`src/rtl/fetch_unit.sv`:
```
// fetch_unit: owns the PC, fetches one word per cycle into an in-order queue, hands words to decode.
// Latency: a word fetched in cycle N is presented to decode in cycle N+1 at the earliest (no bypass).
// Backpressure: out_ready low fills the queue; fetch stalls (PC holds) while full unless a pop frees a slot.
module fetch_unit #(
  parameter logic [31:0] RESET_PC    = 32'h0000_0000,
  parameter int          QUEUE_DEPTH = 4
) (
  input  logic        clk,
  input  logic        rst,
  output logic [31:0] inst_addr,
  input  logic [31:0] inst_data,
  input  logic        redirect,
  input  logic [31:0] redirect_pc,
  output logic        out_valid,
  input  logic        out_ready,
  output logic [31:0] out_inst,
  output logic [31:0] out_pc,
  output logic [31:0] out_pc_plus4
);

  localparam int            PW      = (QUEUE_DEPTH > 1) ? $clog2(QUEUE_DEPTH) : 1;
  localparam logic [PW:0]   FULL    = (PW + 1)'(QUEUE_DEPTH);
  localparam logic [PW:0]   CNT_ONE = (PW + 1)'(1);
  localparam logic [PW-1:0] PTR_ONE = PW'(1);

  logic [31:0]   fetch_pc;
  logic [31:0]   q_pc   [QUEUE_DEPTH];
  logic [31:0]   q_inst [QUEUE_DEPTH];
  logic [PW-1:0] rd_ptr;
  logic [PW-1:0] wr_ptr;
  logic [PW:0]   count;
  logic [PW:0]   count_nxt;
  logic          pop;
  logic          push;

  // Target is word aligned; the low two bits of redirect_pc carry no meaning.
  logic [1:0] unused_redirect_lsb;
  assign unused_redirect_lsb = redirect_pc[1:0];

  assign inst_addr    = fetch_pc;
  assign out_valid    = (count != '0) & ~redirect;
  assign out_inst     = q_inst[rd_ptr];
  assign out_pc       = q_pc[rd_ptr];
  assign out_pc_plus4 = out_pc + 32'd4;

  // A pop frees a slot in the same cycle, so a full queue can still accept a fetch.
  assign pop  = out_valid & out_ready;
  assign push = ~redirect & ((count < FULL) | pop);

  // Occupancy update from the push/pop pair.
  always_comb begin
    count_nxt = count;
    case ({push, pop})
      2'b10:   count_nxt = count + CNT_ONE;
      2'b01:   count_nxt = count - CNT_ONE;
      default: count_nxt = count;
    endcase
  end

  // PC, queue storage and pointers; reset beats redirect, redirect beats push/pop.
  always_ff @(posedge clk) begin
    if (rst) begin
      fetch_pc <= RESET_PC;
      rd_ptr   <= '0;
      wr_ptr   <= '0;
      count    <= '0;
      for (int i = 0; i < QUEUE_DEPTH; i++) begin
        q_pc[i]   <= '0;
        q_inst[i] <= '0;
      end
    end else if (redirect) begin
      fetch_pc <= {redirect_pc[31:2], 2'b00};
      rd_ptr   <= '0;
      wr_ptr   <= '0;
      count    <= '0;
    end else begin
      if (push) begin
        q_pc[wr_ptr]   <= fetch_pc;
        q_inst[wr_ptr] <= inst_data;
        wr_ptr         <= wr_ptr + PTR_ONE;
        fetch_pc       <= fetch_pc + 32'd4;
      end
      if (pop) begin
        rd_ptr <= rd_ptr + PTR_ONE;
      end
      count <= count_nxt;
    end
  end

endmodule

```
`config.mk`:
```
export PLATFORM = sky130hd
export DESIGN_NAME = fetch_unit
export DESIGN_NICKNAME = d
export VERILOG_FILES = /design/src/rtl/fetch_unit.sv
export SDC_FILE = /design/constraint.sdc
export NUM_CORES = 1
export LEC_CHECK = 0
export ABC_AREA = 1
export BUFFER_PORTS_ARGS = -buffer_cell sky130_fd_sc_hd__buf_4
export CORE_ASPECT_RATIO = 0.6
export CORE_MARGIN = 2
export CORE_UTILIZATION = 52
export CTS_CLUSTER_DIAMETER = 80
export DETAILED_ROUTE_END_ITERATION = 7
export PLACE_DENSITY = 0.73
export REMOVE_ABC_BUFFERS = 1
export SLEW_MARGIN = 20
export SYNTH_ARGS = -nofsm -noshare
export SYNTH_HDL_FRONTEND = slang
export SYNTH_SLANG_ARGS = --single-unit
```
`constraint.sdc`:
```
create_clock -name clk -period 7.75 [get_ports clk]
set_input_delay 1.1625 -clock clk [delete_from_list [all_inputs] [get_ports clk]]
set_output_delay 1.1625 -clock clk [all_outputs]
set_load 0.02 [all_outputs]
```
==> out/metrics.csv, run 1 <==
stage,metric,value,unit
worst_setup_path,kind of critical path,register to output port,
floorplan,die width,220,um
floorplan,I/O pins,197,
clock_tree,# resized after CTS,0,
yosys,Yosys reg bits,287,
yosys,Main synth FF type,edfxtp_1,
layout,nets@finish,1987,
clock_tree,Worst-path clk slew,60,ps
worst_setup_path,crit start category,register,
route,Routed wire per std cell,18.3,um
route,post-route ant nets,0,
route,Post-route DRC,0,
sta,min cycle time layout,4950,ps
layout,ANT cells,0,
yosys,area share of fa/ha/maj cells after synthesis,0.00428,
sta,final setup violating endpoints,0,
yosys,leading area contributor after synthesis,edfxtp_1,
clock_tree,H-tree depth,1,
sta,Worst-Margin Slew,1050,ps
yosys,post-synthesis cell type count,38,
grt,largest net degree at the start of global routing,125,
yosys,post-synthesis mux area share,0,
route,DRT Pass-1 Iters,6,
yosys,Synth Area in Compound Gates,0.0691,
sta,Setup WS post-layout,2800,ps
sta,Final Hold Fails,0,
floorplan,Die Area,29500,sq um
yosys,XOR/XNOR Fraction of Synth Area,0.0114,
route,vias per cell,5.39,
clock_tree,TritonCTS clock tree,done,
power,Leak,7.18,nW
worst_setup_path,Critical Path AT,3790,ps
layout,layout cell share with drive strength beyond 1,0.148,
clock_tree,number of post-CTS setup repair buffers,0,
clock_tree,Root Buffer,clkbuf_16,
clock_tree,clk buf depth,3,
layout,fin area,17200,sq um
yosys,top-count cell post-synth,nand2_1,
place,gpl congestion,0.975,
min_path,Hold Path Class,register to register,
grt,vias in the first global route,11696,
power,PD cells,217,nW/um^2
grt,initial antenna violation count,0,
yosys,Mapped Area,14600,sq um
sta,relative slew slack,0.298,
floorplan,Initial Utilization,0.530,
place,Detailed Place HPWL,26600,um
sta,RSZ-0062 raised after global routing,false,
place,Port Buffer Count,188,
layout,area grow syn2layout,18.0,%
run_status,status,"complete, no violations",
yosys,Cells after Synth,1766,
grt,global-route wire length before repair,64900,um
power,VDD IR max,219,uV
yosys,Yosys top cell area share,0.510,
min_path,hold path cells,2,
clock_tree,CTS hold repair buffers,0,
worst_setup_path,reg2reg path depth,8,
route,Post-Route WL,42100,um
yosys,register area share after synthesis,0.563,
grt,total track usage,0.289,
sta,Pins Over Slew Limit,0,
place,dpl ws,3080,ps
floorplan,Die H,134,um
worst_setup_path,CP endpoint kind,output port,
grt,gr ovfl total,0,
sta,setup TNS,0,ps
worst_setup_path,Critical Path RT,6590,ps
clock_tree,clk sinks,287,
place,placed cell area,16200,sq um
yosys,most frequent cells after synthesis,"nand2_1 (462), nor2_1 (412), edfxtp_1 (248)",
route,via count,12418,
yosys,syn avg cell area,8.27,sq um
route,DR iter-0 viols,1121,
sta,Final Skew,11.1,ps
sta,Max Fclk,202,MHz
clock_tree,cts bufs inserted,28,
layout,# fillers,2347,
floorplan,core area,27600,sq um
yosys,combinational family with the most area after synthesis,simple AND/OR/NAND/NOR gates,
sta,period utilization,0.639,
yosys,Syn. warnings,0,
run,total of max-cap violations,0,
yosys,Post-synth EDFFs,248,
yosys,simple-gate share of the synthesized area,0.272,
floorplan,Rows,47,
yosys,Area contributors post-synth,"edfxtp_1 (51%), nand2_1 (12%), nor2_1 (11%), dfxtp_1 (5.3%), inv_1 (4.7%)",
clock_tree,clock latency on the worst-skew pair,560,ps
worst_setup_path,Crit Path Max Fanout,89,
yosys,Synth async-reset ratio,0,
-- flip-flops by register name, indices dropped and copies added (netlist names), named ones only --
signal and flops:
inst_addr 30, q_inst 128, rd_ptr 2, q_pc 120, wr_ptr 2, count 3
-- power breakdown --
part	total, W	internal, W	switching (W)
Combinational	0.000419	0.000133	0.000285
Sequential	0.00179	0.00176	0.0000337
Clock	0.00153	0.000929	0.000596
-- placed cells by master (no fill, tap or decap), types with 11 or more instances in the layout --
master,netlist,final
xor2_1,19,19
clkbuf_16,0,29
buf_4,12,199
nand3_1,89,88
nor3_1,11,11
edfxtp_1,248,248
o21ai_0,83,81
nand2_1,462,458
inv_1,184,184
o22ai_1,36,36
a21oi_1,19,19
nand2_2,11,13
nor2_1,412,412
dfxtp_1,39,37
-- worst max-delay path, cell delays in order, from the launching register on --
cell and delay (ps):
dfxtp_4 620, buf_4 830, nand2_1 160, nand2_1 120
nand2_1 60, nand2_2 160, nand2_1 70, nor2_1 270
nand2_1 150, nor2_2 180, xor2_1 350, buf_4 220
-- metal layers --
metal  GRT usage  part of all wire  routed length [um]  up-vias
met1       0.449              0.46               19300     5857
met4      0.0608             0.019                 814        0
met3      0.0574             0.098                4130       50
met5           0                 0                   0        -
met2       0.420              0.42               17900      525
li1            -                 -                   -     5986
-- cell type report --
type	instances	area, sq um	area share
inverter	192	726	0.0421
sequential	287	8230	0.478
timing repair buffer	199	1490	0.0867
multi-input combinational	1206	5280	0.306
clock inverter	17	245	0.0142
tap	367	459	0.0266
clock buffer	35	798	0.0463
-- stage by stage --
step	total power (W)	util	std cells	hold slack, ps
after global placement	0.00224	0.587	2251	449
final	0.00374	0.625	2303	476
after detailed placement	0.00224	0.587	2251	457
after CTS	0.00375	0.625	2303	467
after floorplan	0.00205	-	1685	450
after global routing	0.00385	0.625	2303	502
-- path summary, 6_finish.rpt --
check / end / slack [ps] / startpoint
max: out_pc_plus4[12] / 2800 / register
min: register / 480 / rd_ptr[0]
max reg2reg: q_inst[3][15] / 4970 / count[2]
min reg2reg: register / 480 / rd_ptr[0]
-- cell families after synthesis --
group,after synthesis
AO/OA/AOI/OAI,177
AND/OR/NAND/NOR,999
XOR/XNOR,19
flip-flops,287
other,1
buffers and inverters,278
adder cells (fa/ha/maj),5
Power figures use the tool's default switching activity.
==> run 2: changes to the inputs <==
ABC_AREA = 0   (was 1)
PLACE_DENSITY = 0.77   (was 0.73)
clock period = 4.13 ns   (was 7.75 ns; I/O delays follow)
==> run 2 against run 1 <==
Compared with the run above:
- register-to-register slack worse by 3800 ps
- flip-flop and latch count stayed put
- largest power group unchanged
- count of clock-buffer cells in the layout is 6 lower
- utilization is 1.5 points higher
- critical endpoint is now out_pc_plus4[31]
==> out/metrics.csv, run 2 <==
stage,metric,value,unit
sta,Final Hold Fails,0,
worst_setup_path,Critical Path RT,3510,ps
power,PD cells,428,nW/um^2
grt,initial antenna violation count,0,
route,Post-route DRC,0,
grt,total track usage,0.239,
layout,ANT cells,0,
place,Detailed Place HPWL,19200,um
sta,Setup WS post-layout,329,ps
route,Post-Route WL,31100,um
route,Routed wire per std cell,20.3,um
sta,min cycle time layout,3800,ps
yosys,Syn. warnings,0,
worst_setup_path,kind of critical path,register to output port,
clock_tree,Worst-path clk slew,70,ps
sta,RSZ-0062 raised after global routing,false,
worst_setup_path,Crit Path Max Fanout,31,
power,clock share of power,0.380,
layout,area of the multi-input gates,4140,sq um
yosys,top-count cell post-synth,edfxtp_1,
power,Pint,0.00505,W
layout,register area,8240,sq um
clock_tree,clk sinks,287,
floorplan,die width,207,um
worst_setup_path,Worst path slowest cell,dfxtp_4,
yosys,syn avg cell area,12.7,sq um
power,VDD IR max,277,uV
yosys,Cells after Synth,1012,
worst_setup_path,r2r setup slk,1220,ps
floorplan,core area,24300,sq um
yosys,Main synth FF type,edfxtp_1,
layout,# fillers,1828,
sta,Pins Over Slew Limit,0,
floorplan,Die H,126,um
route,DR iter-0 viols,866,
yosys,register area share after synthesis,0.639,
place,dpl ws,873,ps
sta,Fin Hold WS,319,ps
yosys,Post-synth EDFFs,248,
power,NetSw,0.00160,W
worst_setup_path,CP top delay family,flip-flops,
worst_setup_path,crit start category,register,
yosys,Mapped Area,12900,sq um
layout,Reg with most FFs,q_inst,
sta,Final Skew,17.8,ps
layout,"commonest non-fill, non-tap cell in the layout",edfxtp_1,
floorplan,Rows,44,
layout,area grow syn2layout,20.6,%
yosys,post-synthesis cell type count,46,
sta,period utilization,0.920,
worst_setup_path,crit path cell chain,buf_12 -> mux4_2 -> and4_1 -> and4_1 -> nand4_1 -> xnor2_1 -> buf_4,
floorplan,Die Area,26100,sq um
sta,final setup violating endpoints,0,
layout,Largest register FFs,128,
layout,layout cell share with drive strength beyond 1,0.268,
route,vias per cell,5.63,
sta,relative slew slack,0.280,
route,post-route ant nets,0,
clock_tree,CTS hold repair buffers,0,
worst_setup_path,Critical Path AT,3180,ps
clock_tree,TritonCTS clock tree,done,
floorplan,I/O pins,197,
clock_tree,cts bufs inserted,27,
route,DRT Pass-1 Iters,5,
clock_tree,number of post-CTS setup repair buffers,0,
layout,most frequent cells in the layout,"edfxtp_1 (248), nor2_1 (218), buf_4 (203)",
grt,vias in the first global route,8443,
worst_setup_path,CP bufs+invs,2,
power,Leak,6.18,nW
min_path,Hold Path Class,primary input to register,
run,total of max-cap violations,0,
clock_tree,clock latency on the worst-skew pair,540,ps
clock_tree,Root Buffer,clkbuf_16,
worst_setup_path,CP max stage delay,680,ps
route,via count,8607,
yosys,Synth async-reset ratio,0,
floorplan,Initial Utilization,0.531,
clock_tree,H-tree depth,1,
yosys,Yosys reg bits,287,
place,Port Buffer Count,188,
sta,Worst-Margin Slew,1080,ps
clock_tree,# resized after CTS,0,
yosys,Area contributors post-synth,"edfxtp_1 (58%), mux4_2 (11%), nor2_1 (6.4%), dfxtp_1 (6.1%), xnor2_1 (2.9%)",
yosys,Yosys top cell area share,0.578,
run_status,status,"complete, no violations",
power,Logic pwr share,0.109,
grt,largest net degree at the start of global routing,64,
yosys,leading area contributor after synthesis,edfxtp_1,
power,Reg power frac,0.511,
worst_setup_path,most frequent CP cell,and4_1,
grt,global-route wire length before repair,48500,um
clock_tree,clk buf depth,3,
yosys,most frequent cells after synthesis,"edfxtp_1 (248), nor2_1 (218), nand2_1 (96)",
worst_setup_path,CP endpoint kind,output port,
place,gpl congestion,0.838,
layout,nets@finish,1260,
grt,gr ovfl total,0,
sta,Max Fclk,263,MHz
power,sw frac,0.241,
-- run 2: changes by cell type after synthesis, sizes merged, moves of 18 or more --
cell and delta:
inv -112, xnor2 +42, o22ai -36, mux4 +62, nand2 -377, nor2 -200
nand3 -72, a211oi +18, o21ai -86, buf -23
-- run 2: per-layer routing --
layer,up-vias,part of all wire,GRT usage
li1,3929,-,-
met1,4254,0.44,0.359
met2,381,0.46,0.372
met3,43,0.079,0.0369
met4,0,0.019,0.0521
met5,-,0,0
-- run 2: stage by stage --
stage	util	cells	TNS (ps)	total power, W	cell area, sq um
floorplan	-	952	-145800	0.00384	12600
global placement	0.603	1479	0	0.00416	14600
detailed placement	0.603	1479	0	0.00418	14600
CTS	0.640	1528	0	0.00666	15500
global route	0.640	1529	0	0.00685	15500
finish	0.640	1529	0	0.00664	15500
-- run 2: logic make-up after synthesis --
family	after synthesis	share of synthesized area
buffers and inverters	145	0.0458
DFF	287	0.639
AOI/OAI and AO/OA	55	0.0292
and+or+nand+nor	398	0.133
muxes	64	0.110
xor gates and xnor gates	57	0.0387
other	1	0.000291
adders and majority gates	5	0.00486
-- run 2: cell type report --
cell class | count | area share
flip-flops and latches | 287 | 0.530
inverters | 80 | 0.0193
well taps | 322 | 0.0259
repair buffers | 206 | 0.101
multi-input cells | 585 | 0.267
clock buffers | 29 | 0.0440
clock inverters | 20 | 0.0130
-- run 2: final timing paths --
path | from | end | cells after the start
worst max-delay path | register | out_pc_plus4[31] | 7
worst min-delay path | redirect_pc[2] | inst_addr[2] | 3
worst max register to register | inst_addr[5] | inst_addr[29] | 5
worst min register to register | rd_ptr[0] | register | 2
-- run 2: power groups by stage --
stage          logic, W  clock network (W)  registers, W
4_1_cts        0.000726            0.00254       0.00340
3_3_place_gp   0.000715                  0       0.00345
2_1_floorplan  0.000376                  0       0.00346
3_5_place_dp   0.000723                  0       0.00346
6_report       0.000722            0.00253       0.00340
5_1_grt        0.000771            0.00267       0.00341
-- run 2: worst register-to-register path, stage by stage, from the launching register on --
cell	delay (ps)
dfxtp_1	520
nand4_2	240
or3_1	640
or4_1	720
or4_1	430
a311oi_1	270
==> run 3: changes to the inputs <==
CORE_ASPECT_RATIO = not set   (was 0.6)
==> run 3 against run 2 <==
Compared with the run above:
- power up 3.5%
- clock power up 9.5%
- largest power group unchanged
- maximum frequency is 1.1% higher
- sequential share of layout area down 0.51 points
- combinational power is 0.8% lower
- global-route usage down 1.2 points
- die area decreased by 0.16%
- hold slack lost 3.7 ps
- clock skew decreased by 10 ps
- largest cell class unchanged
- first-iteration DRC count shrank 17%
- via count down 2.5%
- critical endpoint is now out_pc_plus4[23]
==> out/metrics.csv, run 3 (same netlist as run 2, synthesis figures left out) <==
stage,metric,value,unit
run_status,status,"complete, no violations",
layout,Largest register FFs,128,
grt,initial antenna violation count,0,
floorplan,Die H,161,um
sta,period utilization,0.911,
layout,most frequent cells in the layout,"edfxtp_1 (248), nor2_1 (218), buf_4 (202)",
place,Port Buffer Count,188,
clock_tree,clk sinks,287,
worst_setup_path,CP endpoint kind,output port,
grt,grt met3 use,0.0336,
sta,Final Hold Fails,0,
sta,RSZ-0062 raised after global routing,false,
route,via count,8396,
run,total of max-cap violations,0,
route,Post-route DRC,0,
clock_tree,clock latency on the worst-skew pair,540,ps
floorplan,Die Area,26100,sq um
clock_tree,Worst-path clk slew,60,ps
sta,Worst-Margin Slew,1090,ps
power,Leak,6.23,nW
clock_tree,number of post-CTS setup repair buffers,0,
clock_tree,H-tree depth,1,
sta,final setup violating endpoints,0,
worst_setup_path,Crit Reg-Reg Startpoint,inst_addr[6],
sta,min cycle time layout,3760,ps
place,Detailed Place HPWL,18500,um
worst_setup_path,CP Depth,7,
worst_setup_path,CP endpoint,out_pc_plus4[23],
worst_setup_path,CP top delay family,simple AND/OR/NAND/NOR gates,
worst_setup_path,Critical Path AT,3140,ps
sta,Final Skew,7.34,ps
worst_setup_path,most frequent CP cell,buf_4,
floorplan,die width,161,um
layout,fin area,15700,sq um
floorplan,Initial Utilization,0.530,
min_path,Hold Path Class,primary input to register,
clock_tree,TritonCTS clock tree,done,
clock_tree,Root Buffer,clkbuf_16,
place,gpl congestion,0.810,
grt,GR Util met1,0.312,
layout,fin util,0.645,
grt,Global Route met2 Usage,0.390,
worst_setup_path,CP bufs+invs,2,
clock_tree,clk buf depth,3,
worst_setup_path,crit path cell chain,buf_4 -> mux4_2 -> nand2_1 -> nor3_1 -> nand3_1 -> xnor2_1 -> buf_4,
route,DR iter-0 viols,716,
route,DRT Pass-1 Iters,5,
floorplan,core area,24300,sq um
layout,layout cell share with drive strength beyond 1,0.268,
layout,area grow syn2layout,21.8,%
route,post-route ant nets,0,
clock_tree,# resized after CTS,0,
sta,relative slew slack,0.276,
layout,"commonest non-fill, non-tap cell in the layout",edfxtp_1,
clock_tree,CTS hold repair buffers,0,
grt,vias in the first global route,8480,
grt,gr busiest metal,met2,
sta,Max Fclk,266,MHz
worst_setup_path,reg2reg path depth,5,
floorplan,Rows,57,
layout,Reg with most FFs,q_inst,
grt,total track usage,0.227,
layout,nets@finish,1262,
worst_setup_path,Crit Path Max Fanout,34,
route,vias per cell,5.46,
worst_setup_path,r2r setup slk,1260,ps
layout,ANT cells,0,
worst_setup_path,kind of critical path,register to output port,
place,placed cell area,14700,sq um
power,VDD IR max,312,uV
grt,largest net degree at the start of global routing,63,
route,Routed wire per std cell,19.3,um
route,Post-Route WL,29700,um
grt,global-route wire length before repair,45900,um
worst_setup_path,RR Endpoint,inst_addr[29],
power,total power,0.00688,W
power,PD cells,438,nW/um^2
grt,gr ovfl total,0,
clock_tree,cts bufs inserted,30,
worst_setup_path,crit start category,register,
floorplan,I/O pins,197,
worst_setup_path,Critical Path RT,3510,ps
sta,Pins Over Slew Limit,0,
worst_setup_path,CP max stage delay,690,ps
worst_setup_path,Worst path slowest cell,dfxtp_4,
-- run 3: cell types whose count changed in the layout (fill, tap and decap cells not counted), moves of 2 or more --
cell        delta
clkbuf_16      +4
clkinv_1       +5
clkinvlp_4     +2
clkinv_2       -6
-- run 3: per-stage QoR --
step | hold WS, ps | TNS, ps | worst slack [ps] | std cells
final | 315 | 0 | 369 | 1537
after global routing | 322 | 0 | 58.3 | 1537
after CTS | 302 | 0 | 132 | 1537
after detailed placement | 521 | 0 | 710 | 1481
after global placement | 504 | 0 | 726 | 1481
after floorplan | 485 | -145800 | -1210 | 952
-- run 3: worst min path at each step --
| stage | startpoint | to | slack [ps] | cells past startpoint |
|---|---|---|---|---|
| after global placement | count[1] | count[1] | 500 | 2 |
| after detailed placement | count[1] | count[1] | 520 | 2 |
| after floorplan | rd_ptr[1] | register | 480 | 2 |
| after global routing | redirect_pc[2] | inst_addr[2] | 320 | 3 |
| final | redirect_pc[2] | inst_addr[2] | 320 | 3 |
| after CTS | redirect_pc[2] | inst_addr[2] | 300 | 3 |
-- run 3: final cells by class --
class,count,area [sq um]
Clock inverter,23,240
Timing Repair Buffer,205,1580
Inverter,80,300
Multi-Input combinational cell,585,4150
Tap cell,324,405
Clock buffer,33,783
Fill cell,1881,8630
Sequential cell,287,8240
-- run 3: power by group --
| part | leakage, nW | internal, W | switching, W |
|---|---|---|---|
| Combinational | 2.81 | 0.000285 | 0.000431 |
| Sequential | 2.92 | 0.00332 | 0.0000758 |
| Clock | 0.491 | 0.00167 | 0.00110 |
-- run 3: worst register-to-register path: stages, from the launching register on --
cell      delay [ps]
dfxtp_1          510
nand4_2          230
or3_1            620
or4_1            730
or4_1            440
a311oi_1         250
-- run 3: layer usage --
| layer | up-vias | routed length, um |
|---|---|---|
| li1 | 3949 | - |
| met5 | - | 0 |
| met1 | 4113 | 12400 |
| met2 | 312 | 14800 |
| met4 | 0 | 425 |
| met3 | 22 | 2000 |
